`config.mk`:
```
export PLATFORM = sky130hd
export DESIGN_NAME = loop_gain_scheduler
export DESIGN_NICKNAME = d
export VERILOG_FILES = /design/src/rtl/loop_ctrl_pkg.sv /design/src/rtl/quiet_counter.sv /design/src/rtl/loop_gain_scheduler.sv
export SDC_FILE = /design/constraint.sdc
export NUM_CORES = 1
export LEC_CHECK = 0
export ABC_CLOCK_PERIOD_IN_PS = 3000
export CORE_AREA = 2 2 45 64
export CTS_BUF_LIST = sky130_fd_sc_hd__clkbuf_16
export DETAILED_ROUTE_END_ITERATION = 10
export DIE_AREA = 0 0 47 66
export PLACE_DENSITY = 0.75
export SYNTH_ARGS = -nofsm -noshare
export SYNTH_HDL_FRONTEND = slang
export SYNTH_HIERARCHICAL = 1
export SYNTH_SLANG_ARGS = --single-unit
export TNS_END_PERCENT = 100
```
`constraint.sdc`:
```
create_clock -name gen_clk_i -period 3 [get_ports gen_clk_i]
set_clock_uncertainty 0.05 [all_clocks]
set_input_delay 0.45 -clock gen_clk_i [delete_from_list [all_inputs] [get_ports gen_clk_i]]
set_output_delay 0.45 -clock gen_clk_i [all_outputs]
set_load 0.02 [all_outputs]
```
`src/rtl/loop_ctrl_pkg.sv`:
```
// Shared types and helpers for the loop gain scheduler: FSM state encoding
// and the gear-to-gain shift with a floor of one.
package loop_ctrl_pkg;

    typedef enum logic [1:0] {
        ST_IDLE    = 2'd0,
        ST_ACQUIRE = 2'd1,
        ST_TRACK   = 2'd2,
        ST_LOCKED  = 2'd3
    } state_e;

    // A gain never collapses to zero, however far the base is shifted down.
    function automatic int unsigned gain_for_shift(input int unsigned base,
                                                   input int unsigned shift);
        int unsigned g;
        g = (shift >= 32) ? 0 : (base >> shift);
        return (g == 0) ? 1 : g;
    endfunction

endpackage

```
`src/rtl/quiet_counter.sv`:
```
// Saturating |error|, quiet/unlock threshold compares and the consecutive
// quiet-sample counter used by the gain scheduler FSM.
module quiet_counter #(
    parameter int unsigned ERROR_WIDTH   = 8,
    parameter int unsigned QUIET_THRESH  = 4,
    parameter int unsigned QUIET_CYCLES  = 16,
    parameter int unsigned UNLOCK_THRESH = 32
) (
    input  logic                          clk_i,
    input  logic                          rst_i,
    input  logic signed [ERROR_WIDTH-1:0] error_i,
    input  logic                          clear_i,
    output logic                          hit_o,
    output logic                          unlock_o
);

    localparam int unsigned CNT_WIDTH = $clog2(QUIET_CYCLES + 1);
    localparam logic [ERROR_WIDTH-1:0] MOST_NEG = {1'b1, {(ERROR_WIDTH-1){1'b0}}};
    localparam logic [ERROR_WIDTH-1:0] MAX_POS  = {1'b0, {(ERROR_WIDTH-1){1'b1}}};

    logic [ERROR_WIDTH-1:0] mag;
    logic                   quiet;
    logic [CNT_WIDTH-1:0]   cnt_q, cnt_d;

    // The most-negative code has no positive twin; clamp it instead of wrapping.
    always_comb begin
        mag = error_i;
        if (error_i[ERROR_WIDTH-1]) begin
            mag = (error_i == MOST_NEG) ? MAX_POS : (~error_i + 1'b1);
        end
    end

    assign quiet    = (32'(mag) <= QUIET_THRESH);
    assign unlock_o = (32'(mag) > UNLOCK_THRESH);
    assign hit_o    = quiet && (cnt_q >= CNT_WIDTH'(QUIET_CYCLES - 1));

    always_comb begin
        cnt_d = cnt_q;
        if (clear_i || !quiet) begin
            cnt_d = '0;
        end else if (cnt_q < CNT_WIDTH'(QUIET_CYCLES)) begin
            cnt_d = cnt_q + 1'b1;
        end
    end

    always_ff @(posedge clk_i or posedge rst_i) begin
        if (rst_i) begin
            cnt_q <= '0;
        end else begin
            cnt_q <= cnt_d;
        end
    end

endmodule

```
`src/rtl/loop_gain_scheduler.sv`:
```
// PLL loop gain scheduler: steps down kp/ki through gears as the phase error
// stays quiet, declares lock, and falls back to acquisition on large errors.
module loop_gain_scheduler
    import loop_ctrl_pkg::*;
#(
    parameter int unsigned ERROR_WIDTH   = 8,
    parameter int unsigned KP_WIDTH      = 5,
    parameter int unsigned KI_WIDTH      = 11,
    parameter int unsigned KP_BASE       = 16,
    parameter int unsigned KI_BASE       = 512,
    parameter int unsigned NUM_GEARS     = 4,
    parameter int unsigned QUIET_THRESH  = 4,
    parameter int unsigned QUIET_CYCLES  = 16,
    parameter int unsigned UNLOCK_THRESH = 32
) (
    input  logic                          gen_clk_i,
    input  logic                          reset_i,
    input  logic                          enable_i,
    input  logic signed [ERROR_WIDTH-1:0] error_i,
    output logic [KP_WIDTH-1:0]           kp_o,
    output logic [KI_WIDTH-1:0]           ki_o,
    output logic [$clog2(NUM_GEARS)-1:0]  gear_o,
    output logic                          locked_o,
    output logic [1:0]                    state_o
);

    localparam int unsigned GEAR_WIDTH = $clog2(NUM_GEARS);
    localparam logic [GEAR_WIDTH-1:0] TOP_GEAR = GEAR_WIDTH'(NUM_GEARS - 1);

    state_e                state_q, state_d;
    logic [GEAR_WIDTH-1:0] gear_q, gear_d;
    logic [KP_WIDTH-1:0]   kp_q, kp_d;
    logic [KI_WIDTH-1:0]   ki_q, ki_d;
    logic                  locked_q, locked_d;
    logic                  hit, unlock, clear;

    quiet_counter #(
        .ERROR_WIDTH  (ERROR_WIDTH),
        .QUIET_THRESH (QUIET_THRESH),
        .QUIET_CYCLES (QUIET_CYCLES),
        .UNLOCK_THRESH(UNLOCK_THRESH)
    ) u_quiet (
        .clk_i   (gen_clk_i),
        .rst_i   (reset_i),
        .error_i (error_i),
        .clear_i (clear),
        .hit_o   (hit),
        .unlock_o(unlock)
    );

    always_comb begin
        state_d = state_q;
        gear_d  = gear_q;
        if (!enable_i) begin
            state_d = ST_IDLE;
            gear_d  = '0;
        end else begin
            unique case (state_q)
                ST_IDLE: begin
                    state_d = ST_ACQUIRE;
                    gear_d  = '0;
                end
                ST_ACQUIRE: begin
                    if (unlock && (gear_q != '0)) begin
                        gear_d = '0;
                    end else if (hit) begin
                        gear_d = gear_q + 1'b1;
                        if (gear_d == TOP_GEAR) state_d = ST_TRACK;
                    end
                end
                ST_TRACK: begin
                    if (unlock) begin
                        state_d = ST_ACQUIRE;
                        gear_d  = '0;
                    end else if (hit) begin
                        state_d = ST_LOCKED;
                    end
                end
                ST_LOCKED: begin
                    if (unlock) begin
                        state_d = ST_ACQUIRE;
                        gear_d  = '0;
                    end
                end
                default: begin
                    state_d = ST_IDLE;
                    gear_d  = '0;
                end
            endcase
        end
    end

    // Gains and lock flag follow the next-state values so they move on the same edge as gear_o.
    always_comb begin
        clear    = (state_d != state_q) || (gear_d != gear_q) || (state_q == ST_IDLE);
        kp_d     = KP_WIDTH'(gain_for_shift(KP_BASE, 32'(gear_d)));
        ki_d     = KI_WIDTH'(gain_for_shift(KI_BASE, 32'({gear_d, 1'b0})));
        locked_d = (state_d == ST_LOCKED);
    end

    always_ff @(posedge gen_clk_i or posedge reset_i) begin
        if (reset_i) begin
            state_q  <= ST_IDLE;
            gear_q   <= '0;
            kp_q     <= KP_WIDTH'(KP_BASE);
            ki_q     <= KI_WIDTH'(KI_BASE);
            locked_q <= 1'b0;
        end else begin
            state_q  <= state_d;
            gear_q   <= gear_d;
            kp_q     <= kp_d;
            ki_q     <= ki_d;
            locked_q <= locked_d;
        end
    end

    assign kp_o     = kp_q;
    assign ki_o     = ki_q;
    assign gear_o   = gear_q;
    assign locked_o = locked_q;
    assign state_o  = state_q;

endmodule

```
==> impl_metrics.env <==
export IMPL_critPathTopFamily="compound AO/OA/AOI/OAI gates"
export IMPL_core_rowCount=22
export IMPL_critPathMaxFanout=6
export IMPL_cts_sinks=15
export IMPL_nNetsFinal=179
export IMPL_ant_nets=0
export IMPL_crit_buf_inv=2
export IMPL_syn_to_final_growth_pct=43.2
export IMPL_max_freq_mhz=356
export IMPL_grtUsageTotal_pct=18.7
export IMPL_drt_iter0_drc=20
export IMPL_synth_edf_count=0
export IMPL_vias_per_cell=5.22
export IMPL_slew_violations=0
export IMPL_p_leak_nw=0.756
export IMPL_globalplace_congestion=0.838
export IMPL_stdcell_count=198
export IMPL_arrival_ps=2890
export IMPL_grt_ovfl_total=0
export IMPL_antenna_found_initial=0
export IMPL_crit_path_max_incr_delay_ps=490
export IMPL_place_ws_ps=-349
export IMPL_clk_insertion_delay_late_ps=240
export IMPL_synthCells=118
export IMPL_die_y_um=66
export IMPL_ys_async_sr_fraction_pct=100
export IMPL_critical_path_endpoint_type="flip-flop"
export IMPL_wirelength_um=2630
export IMPL_max_vdd_ir_drop_uv=332
export IMPL_hold_path_class="in -> async"
export IMPL_p_per_area_mw_per_mm2=337
export IMPL_hold_buffers=0
export IMPL_required_ps=3080
export IMPL_dp_hpwl_um=2000
export IMPL_dp_cells=193
export IMPL_final_core_util_pct=64.2
export IMPL_cts_clk_slew_worst_paths_ps=40
export IMPL_status="completed"
export IMPL_die_w_um=47
export IMPL_h_tree_depth=1
export IMPL_maxCapViolations=0
export IMPL_grt_max_degree=11
export IMPL_dieArea_mm2=0.00310
export IMPL_syn_area_per_cell_um2=9.62
export IMPL_wl_per_cell_um=13.3
export IMPL_finalCritPeriodShare_pct=93.6
export IMPL_n_antenna_cell=0
export IMPL_coreArea_mm2=0.00253
export IMPL_synth_seq_area_share_pct=33.2
export IMPL_clockBufferDepth=2
export IMPL_fill_cells=225
export IMPL_seqCellArea_um2=377
export IMPL_remaining_drc_errors=0
export IMPL_crit_chain="clkdlybuf4s50_1 > nor3_4 > o2111ai_1 > and3_1 > o41a_1 > nand2_1 > o211ai_1 > a31oi_1 > o211ai_1 > buf_4 > a2111oi_4"
export IMPL_hold_ws_ps=387
export IMPL_hold_viol=0
export IMPL_syn_area_mm2=0.00113
export IMPL_cp_start_kind="primary input"
export IMPL_cpMostUsedCell="o211ai_1"
export IMPL_first_pass_iters=4
export IMPL_cts_root_buf="clkbuf_16"
export IMPL_finalSetupViolCount=0
export IMPL_fin_crit_ps=2810
export IMPL_grt_pass1_wl_um=4280
export IMPL_final_cell_mix="buf_4, clkdlybuf4s50_1, dfrtp_1, inv_1"
export IMPL_synth_seq_cells=15
export IMPL_start_util_pct=44.8
export IMPL_ios=32
export IMPL_synthDistinctLibCells=48
export IMPL_ys_warn_count=6
export IMPL_critical_path_class="in -> reg"
export IMPL_synth_flop_cell="dfrtp_1"
export IMPL_io_buffers=25
export IMPL_final_common_cell="buf_4"
export IMPL_vias=1034
export IMPL_drive_gt1_share_pct=25.9
export IMPL_cts_buffers=3
export IMPL_grt_pass1_vias=1035
export IMPL_rsz0062_at_grt="false"
export IMPL_crit_path_top_delay_cell="clkdlybuf4s50_1"
export IMPL_fin_ws_ps=192
export IMPL_cts_tree="done"
export IMPL_multi_input_area_um2=664
[worst paths after layout]
kind / end / cells after the start / slack, ps / from
max reg2reg: u_quiet/cnt_q[4]$_DFFE_PP0P_ / 13 / 420 / u_quiet/cnt_q[0]$_DFFE_PP0P_
min in group gen_clk_i: u_quiet/cnt_q[2]$_DFFE_PP0P_ / 2 / 580 / u_quiet/cnt_q[2]$_DFFE_PP0P_
max in group asynchronous: ki_o[9]$_DFF_PP1_ / 2 / 2120 / reset_i
max: u_quiet/cnt_q[4]$_DFFE_PP0P_ / 11 / 190 / error_i[2]
min reg2reg: u_quiet/cnt_q[2]$_DFFE_PP0P_ / 2 / 580 / u_quiet/cnt_q[2]$_DFFE_PP0P_
min: u_quiet/cnt_q[0]$_DFFE_PP0P_ / 2 / 390 / reset_i
[stage by stage]
stage / power (mW) / cell area (um2) / setup TNS [ps]
global placement: 0.296 / 1510 / -1290
floorplan: 0.261 / 1160 / 0
detailed placement: 0.299 / 1510 / -2320
CTS: 0.552 / 1590 / 0
global route: 0.573 / 1630 / 0
finish: 0.548 / 1630 / 0
[metal layers]
layer / routed length, um / vias up / GRT usage [%]
met3: 100 / 9 / 2.73
met5: 0 / - / 0
met4: 78 / 0 / 9.72
met1: 976 / 498 / 20.0
li1: - / 501 / -
met2: 1480 / 26 / 33.2
[Yosys cell counts, types with 2 or more instances]
cell	number	area [um2]
ha_1	5	62.6
mux2i_1	2	20.0
nor4_1	4	25.0
o21ai_0	2	10.0
and3_1	3	18.8
nand2_1	7	26.3
nor3_4	2	32.5
a21oi_1	5	25.0
nor2_1	6	22.5
xnor2_1	3	26.3
nor2b_1	2	12.5
nand4_1	2	12.5
buf_4	11	82.6
inv_1	11	41.3
nand2b_1	3	18.8
and4b_1	2	20.0
dfrtp_1	14	350
nor3_1	2	10.0
o211ai_1	3	22.5
[logic make-up (layout without fill, tap and decap cells)]
group                      after synthesis  after routing  synth area share [%]
muxes                                    2              2                  1.76
adders and majority gates                5              5                  5.51
AOI/OAI and AO/OA                       26             26                  19.6
buffers and inverters                   23             61                  11.2
DFF                                     15             15                  33.2
other                                    1              7                 0.330
xor gates and xnor gates                 4              4                  3.09
and+or+nand+nor                         42             42                  25.2
[what timing repair did]
item                                    CTS  global route
resized for setup                         0            10
setup buffers                             0             1
endpoints found under the hold margin     0             0
pin swaps                                 5             6
endpoints found under the setup margin    5             8
[cell type report]
cell class	instances	area share (%)
Multi-Input combinational cell	86	40.9
Timing Repair Buffer	45	25.6
Sequential cell	15	23.2
Clock buffer	3	4.62
Inverter	12	2.77
Tap cell	36	2.77
Clock inverter	1	0.231
[where the power goes]
part / total (mW) / internal (mW) / switching, mW
Combinational: 0.0919 / 0.0433 / 0.0486
Clock: 0.249 / 0.176 / 0.0737
Sequential: 0.206 / 0.205 / 0.00166
Total: 0.548 / 0.424 / 0.124
[sequential cells by signal (all words and copies together) (netlist names)]
name and flops:
kp_o 1, gear_o 2, locked_o 1, state_o 2
u_quiet/cnt_q 5, ki_o 4
Note: power is estimated with default switching activity, not from simulation.
